`src/rtl/iob_eth_pkg.sv`:
```
// rtl/iob_eth_pkg.sv - MAC register map, PHY constants and init FSM states
package iob_eth_pkg;

  typedef enum logic [3:0] {
    W_MRST, W_MCLR, W_MIIM, W_MA0, W_MA1, W_MIIA, W_MIIC,
    R_STAT, R_RXD, GAP, W_EN, DONE
  } init_state_e;

  localparam logic [7:0] MODER_OFS      = 8'h00;
  localparam logic [7:0] MIIMODER_OFS   = 8'h28;
  localparam logic [7:0] MIICOMMAND_OFS = 8'h2C;
  localparam logic [7:0] MIIADDRESS_OFS = 8'h30;
  localparam logic [7:0] MIIRX_DATA_OFS = 8'h38;
  localparam logic [7:0] MIISTATUS_OFS  = 8'h3C;
  localparam logic [7:0] MAC_ADDR0_OFS  = 8'h40;
  localparam logic [7:0] MAC_ADDR1_OFS  = 8'h44;

  localparam logic [31:0] MODER_RST     = 32'h0000_0800;
  localparam logic [31:0] MODER_DEFAULT = 32'h0000_A000;
  localparam logic [31:0] MODER_TXEN    = 32'h0000_0002;
  localparam logic [31:0] MODER_RXEN    = 32'h0000_0001;
  localparam logic [31:0] MIICMD_RSTAT  = 32'h0000_0002;

  localparam int MIISTATUS_BUSY = 1;
  localparam int BMSR_LINK      = 2;
  localparam logic [4:0] PHY_BMSR = 5'd1;

endpackage

```
`src/rtl/iob_eth_init_ctrl.sv`:
```
// rtl/iob_eth_init_ctrl.sv - MAC bring-up sequencer and CPU/init arbiter on the IOb port
module iob_eth_init_ctrl
  import iob_eth_pkg::*;
#(
  parameter int          ADDR_W    = 16,
  parameter int          DATA_W    = 32,
  parameter logic [47:0] MAC_ADDR  = 48'h0000_0000_0000,
  parameter logic [4:0]  PHY_ADDR  = 5'd0,
  parameter logic [7:0]  MDC_DIV   = 8'd40,
  parameter int          POLL_GAP  = 100000,
  parameter int          MAX_POLLS = 50
) (
  input  logic                clk,
  input  logic                rst_n,
  input  logic                restart,
  input  logic                cpu_valid,
  input  logic [ADDR_W-1:0]   cpu_address,
  input  logic [DATA_W-1:0]   cpu_wdata,
  input  logic [DATA_W/8-1:0] cpu_wstrb,
  output logic [DATA_W-1:0]   cpu_rdata,
  output logic                cpu_ready,
  output logic                mac_valid,
  output logic [ADDR_W-1:0]   mac_address,
  output logic [DATA_W-1:0]   mac_wdata,
  output logic [DATA_W/8-1:0] mac_wstrb,
  input  logic [DATA_W-1:0]   mac_rdata,
  input  logic                mac_ready,
  output logic                init_done,
  output logic                link_up,
  output logic                init_err
);

  localparam int GAP_W  = $clog2(POLL_GAP + 1);
  localparam int POLL_W = $clog2(MAX_POLLS + 1);
  localparam logic [GAP_W-1:0]  GAP_LAST  = GAP_W'(POLL_GAP - 1);
  localparam logic [POLL_W-1:0] POLL_LAST = POLL_W'(MAX_POLLS);

  init_state_e         state;
  logic                valid_r;
  logic [ADDR_W-1:0]   addr_r;
  logic [DATA_W-1:0]   wdata_r;
  logic [DATA_W/8-1:0] wstrb_r;
  logic [GAP_W-1:0]    gap_cnt;
  logic [POLL_W-1:0]   poll_cnt;
  logic [POLL_W-1:0]   poll_nxt;
  logic                restart_pend;
  logic                in_done;

  logic [7:0]          req_ofs;
  logic [DATA_W-1:0]   req_wdata;
  logic                req_wr;

  // Register access implied by each transaction state
  always_comb begin
    req_ofs   = MODER_OFS;
    req_wdata = '0;
    req_wr    = 1'b1;
    case (state)
      W_MRST: req_wdata = MODER_RST;
      W_MCLR: req_wdata = MODER_DEFAULT;
      W_MIIM: begin req_ofs = MIIMODER_OFS;   req_wdata = {24'b0, MDC_DIV}; end
      W_MA0:  begin req_ofs = MAC_ADDR0_OFS;  req_wdata = MAC_ADDR[31:0]; end
      W_MA1:  begin req_ofs = MAC_ADDR1_OFS;  req_wdata = {16'b0, MAC_ADDR[47:32]}; end
      W_MIIA: begin req_ofs = MIIADDRESS_OFS; req_wdata = {19'b0, PHY_BMSR, 3'b0, PHY_ADDR}; end
      W_MIIC: begin req_ofs = MIICOMMAND_OFS; req_wdata = MIICMD_RSTAT; end
      R_STAT: begin req_ofs = MIISTATUS_OFS;  req_wr = 1'b0; end
      R_RXD:  begin req_ofs = MIIRX_DATA_OFS; req_wr = 1'b0; end
      W_EN:   req_wdata = MODER_DEFAULT | MODER_TXEN | MODER_RXEN;
      default: ;
    endcase
  end

  assign poll_nxt = poll_cnt + POLL_W'(1);

  always_ff @(posedge clk or negedge rst_n) begin
    if (!rst_n) begin
      state        <= W_MRST;
      valid_r      <= 1'b0;
      addr_r       <= '0;
      wdata_r      <= '0;
      wstrb_r      <= '0;
      gap_cnt      <= '0;
      poll_cnt     <= '0;
      restart_pend <= 1'b0;
      init_done    <= 1'b0;
      link_up      <= 1'b0;
      init_err     <= 1'b0;
    end else begin
      case (state)
        GAP: begin
          if (gap_cnt == GAP_LAST) begin
            gap_cnt <= '0;
            state   <= W_MIIA;
          end else begin
            gap_cnt <= gap_cnt + GAP_W'(1);
          end
        end
        DONE: begin
          // A restart never cuts off a CPU access already presented
          if ((restart || restart_pend) && (!cpu_valid || mac_ready)) begin
            restart_pend <= 1'b0;
            init_done    <= 1'b0;
            link_up      <= 1'b0;
            init_err     <= 1'b0;
            poll_cnt     <= '0;
            state        <= W_MRST;
          end else if (restart) begin
            restart_pend <= 1'b1;
          end
        end
        default: begin
          if (!valid_r) begin
            valid_r <= 1'b1;
            addr_r  <= {{(ADDR_W-8){1'b0}}, req_ofs};
            wdata_r <= req_wdata;
            wstrb_r <= req_wr ? '1 : '0;
          end else if (mac_ready) begin
            valid_r <= 1'b0;
            case (state)
              W_MRST: state <= W_MCLR;
              W_MCLR: state <= W_MIIM;
              W_MIIM: state <= W_MA0;
              W_MA0:  state <= W_MA1;
              W_MA1:  state <= W_MIIA;
              W_MIIA: state <= W_MIIC;
              W_MIIC: state <= R_STAT;
              R_STAT: if (!mac_rdata[MIISTATUS_BUSY]) state <= R_RXD;
              R_RXD: begin
                if (mac_rdata[BMSR_LINK]) begin
                  link_up <= 1'b1;
                  state   <= W_EN;
                end else begin
                  poll_cnt <= poll_nxt;
                  if (poll_nxt == POLL_LAST) begin
                    init_err <= 1'b1;
                    state    <= W_EN;
                  end else begin
                    state <= GAP;
                  end
                end
              end
              W_EN: begin
                init_done <= 1'b1;
                state     <= DONE;
              end
              default: ;
            endcase
          end
        end
      endcase
    end
  end

  assign in_done     = (state == DONE);
  assign mac_valid   = in_done ? cpu_valid   : valid_r;
  assign mac_address = in_done ? cpu_address : addr_r;
  assign mac_wdata   = in_done ? cpu_wdata   : wdata_r;
  assign mac_wstrb   = in_done ? cpu_wstrb   : wstrb_r;
  assign cpu_rdata   = in_done ? mac_rdata   : '0;
  assign cpu_ready   = in_done & mac_ready;

endmodule

```
`config.mk`:
```
export PLATFORM = sky130hd
export DESIGN_NAME = iob_eth_init_ctrl
export DESIGN_NICKNAME = d
export VERILOG_FILES = /design/src/rtl/iob_eth_pkg.sv /design/src/rtl/iob_eth_init_ctrl.sv
export SDC_FILE = /design/constraint.sdc
export NUM_CORES = 1
export LEC_CHECK = 0
export ABC_AREA = 1
export BUFFER_PORTS_ARGS = -buffer_cell sky130_fd_sc_hd__buf_4
export CORE_MARGIN = 2
export CORE_UTILIZATION = 39
export CTS_CLUSTER_SIZE = 8
export DETAILED_ROUTE_END_ITERATION = 8
export MAX_ROUTING_LAYER = met4
export PLACE_DENSITY = 0.72
export SLEW_MARGIN = 20
export SYNTH_ARGS = -nofsm -noshare
export SYNTH_HDL_FRONTEND = slang
export SYNTH_SLANG_ARGS = --single-unit
```
`constraint.sdc`:
```
create_clock -name clk -period 3.6 [get_ports clk]
set_clock_uncertainty 0.1 [all_clocks]
set_input_delay 0 -clock clk [delete_from_list [all_inputs] [get_ports clk]]
set_output_delay 0 -clock clk [all_outputs]
set_load 0.005 [all_outputs]
```
==> impl_results.md <==
* Critical path endpoint category: register
* Synth Area in Adders at about 1.2%
* IO Count at 178
* Worst-path maximum fanout at 78
* HPWL after detailed placement at approximately 8400 µm
* Grt total ovfl at 0
* CP max stage delay at 0.56 ns
* Longest Clk Path Bufs at 2
* DR iter-0 viols at about 260
* Setup violations, final at 0
* Main combinational cell family by area after synthesis: simple AND/OR/NAND/NOR gates
* Status: finished, final reports clean
* Die width at 93.92 µm
* DRT Pass-1 Iters at 4
* Syn Std Cell Area at 0.003153 mm²
* Simple-Gate Fraction of Synth Area at between 30% and 40%
* Post-synth cell types at 32
* Layout net count at 764
* Via-to-Cell Ratio at 4.713
* Setup CP Type: reg -> reg
* Root buffer cell: clkbuf_8
* RSZ-0062 raised after global routing: no
* Worst rel slew slack at a little over half
* Max Freq at 377.1 MHz
* Worst-Skew Late Latency at 0.29 ns
* Metal-1 WL at approximately 4300 µm
* Synthesized area per cell at roughly 6.3 µm²
* Global-route wire length before repair at approximately 17,000 µm
* Die height at 93.92 µm
* Total Neg Setup Slack at 0 ns
* CTS tree: done
* Final Hold Slack at 0.06300 ns
* Layout cells sized above 1 at 30.80%
* Number of port buffers at about 180
* Met3 WL at just under 800 µm
* Finished Layout Cells at about 770
* Drt total wl at roughly 11,000 µm
* Dpl cell area at between 0.004 and 0.005 mm²
* Dpl cells at between 700 and 800
* Synth Area in Compound Gates at 11.83%
* Maxcap violations at 0
* Maximum number of pins on one net before global-route repair at 79
* Syn Inst Count at ~500
* DR WL met2 at approximately 5400 µm
* Initial antenna violation count at 0
* Via count of the routed design at 3,648
* Worst EP required at roughly 3.7 ns
* CP startpoint kind: register
* Delay-heaviest family, CP: buffers and inverters
* Cell Rows at 32
* Xor/xnor share of the synthesized area at under 10%
* Worst EP arrival at between 2 and 3 ns
* Slowest-stage cell, CP: dlygate4sd3_1
* Final setup margin at around 0.95 ns
* Dpl ws at between 1 and 1.5 ns
* Sink Count at 44
* VDD IR-drop max at 287.8 µV
* Total CTS buffers at 5
* FILL cells at between 700 and 800
* Total GRT Usage at about 25%
* WP buf/inv at 3
* Depth of the CTS H-tree at 2
* Detail Route Antenna Nets at 0
* Residual DRC count at 0
* Worst-Margin Slew at 0.7179 ns
* Final RePlAce weighted congestion at about 0.89
* Initial core utilization at around 40%
* Hold Crit Class: in -> reg
* Top cell type's share of synthesized area at around a third
* Crit path time final at ~2.7 ns
* #FFs+latches synth at 44
* Core area at slightly below 0.008 mm²
* Top post-synthesis cells by area: dfrtp_1 (35%), inv_1 (14%), nand2_1 (12%), nor2_1 (11%), o21ai_0 (4.9%)
* Antenna cell count at 0
* Top sig layer: met4
* Synthesized Nets at around 590
* Post-synthesis mux area share at 0%
* Area leader, netlist: dfrtp_1
* Total power draw at ~2.1 mW
* Final period util at about three quarters
* P_leak at approximately 2.7 nW
* Post-CTS Setup Repair Bufs at 0
* Seq/Total Area, Yosys at between 30% and 40%
* Power per cell area at approximately 450 mW/mm²
* Final instance area at ~0.0047 mm²
* Utilization after layout at between 60% and 70%
* Clock slew at reported path FFs at 0.08 ns
* Final hold vios at 0
* Crit path cell chain: nand2_4, nor2_4, inv_4, nor2_1, o21ai_0, dlygate4sd3_1, inv_1
* Count of pins over their slew limit at 0
* Yosys warns at 0
* Die area at 0.008820 mm²
* Area Overhead vs Synth at 49.17%
* Vias in the first global route at approximately 3,600
* Wirelength per Cell at between 10 and 15 µm
==> report_power, final <==
| group | total [mW] | internal, mW | switching, mW |
|---|---|---|---|
| Clock | 0.440 | 0.273 | 0.167 |
| Sequential | 0.728 | 0.618 | 0.110 |
| Combinational | 0.925 | 0.411 | 0.514 |
==> layout by cell type, fill, tap and decap left out, types with 3 or more instances in the layout <==
| cell | instances |
|---|---|
| nand4_1 | 13 |
| nand3_1 | 16 |
| dfrtp_1 | 44 |
| nor2_1 | 92 |
| nand2_4 | 3 |
| a31oi_1 | 3 |
| clkbuf_8 | 5 |
| inv_1 | 116 |
| nor3_1 | 7 |
| buf_4 | 177 |
| o22ai_1 | 6 |
| xor2_1 | 6 |
| o21ai_1 | 3 |
| inv_2 | 4 |
| nand2_1 | 97 |
| nor2_2 | 4 |
| nor4_1 | 3 |
| ha_1 | 3 |
| a21oi_1 | 12 |
| dlygate4sd3_1 | 4 |
| o21ai_0 | 31 |
| nand2_2 | 5 |
==> synth_stat cells <==
library cell  instances
inv_1               116
nand2_1              97
nor2_1               92
dfrtp_1              44
o21ai_0              31
nand3_1              16
nand4_1              13
a21oi_1              12
buf_2                 8
nor3_1                7
o22ai_1               6
xor2_1                6
clkbuf_1              5
inv_2                 5
nand2_2               5
nor2_2                4
a31oi_1               3
ha_1                  3
nand2_4               3
nor4_1                3
o21ai_1               3
a21oi_2               2
nor2_4                2
nor3_2                2
o211ai_1              2
o21bai_1              2
o31ai_1               2
a211oi_1              1
buf_4                 1
buf_6                 1
o2111ai_1             1
o21a_1                1
==> tightest hold or removal path: stages <==
cell,delay (ns)
buf_4,0.09
nand2_1,0.05
nand2_1,0.07
nor2_2,0.05
nand2_4,0.07
o21ai_0,0.08
==> final cells by class <==
cell class	instances	area (µm²)	share of cell area, %
Sequential cell	44	1101	23.41
Clock buffer	5	68.82	1.463
Multi-Input combinational cell	319	1520	32.32
Inverter	121	456.7	9.710
Tap cell	102	127.6	2.713
Clock inverter	2	60.06	1.277
Timing Repair Buffer	181	1369	29.10
==> state kept, by name, summed over array words and instances, names as in the netlist <==
signal        flops
poll_cnt          6
state             4
valid_r           1
link_up           1
init_done         1
init_err          1
wdata_r           6
addr_r            5
restart_pend      1
wstrb_r           1
gap_cnt          17
==> per-layer routing <==
metal	GRT usage, %	vias up
met5	-	-
met4	6.039	0
met3	5.859	14
met2	43.51	117
met1	28.59	1659
li1	-	1858
==> cells by family (layout without fill, tap and decap cells) <==
| family | Yosys count | count (layout) |
|---|---|---|
| DFF | 44 | 44 |
| adders and majority gates | 3 | 3 |
| xor gates and xnor gates | 6 | 6 |
| and+or+nand+nor | 244 | 244 |
| AOI/OAI and AO/OA | 66 | 66 |
| buffers and inverters | 136 | 309 |
==> path summary, 6_finish.rpt <==
check	start	to	slack, ns	cells after the start
setup / recovery	state[1]	restart_pend	0.95	7
hold / removal	mac_rdata[1]	state[3]	0.06	6
setup reg to reg	state[1]	restart_pend	0.95	7
hold reg to reg	wdata_r[13]	wdata_r[13]	0.40	2
max in group asynchronous	rst_n	gap_cnt[12]	2.88	2
min in group asynchronous	rst_n	gap_cnt[4]	0.14	2
==> repair_timing <==
action / 4_1_cts / 5_1_grt
setup endpoints to repair: 0 / 1
gates resized for setup: 0 / 1
hold endpoints to repair: 47 / 0
hold buffers: 4 / 0
No activity file was read; power rests on OpenSTA's default activity.
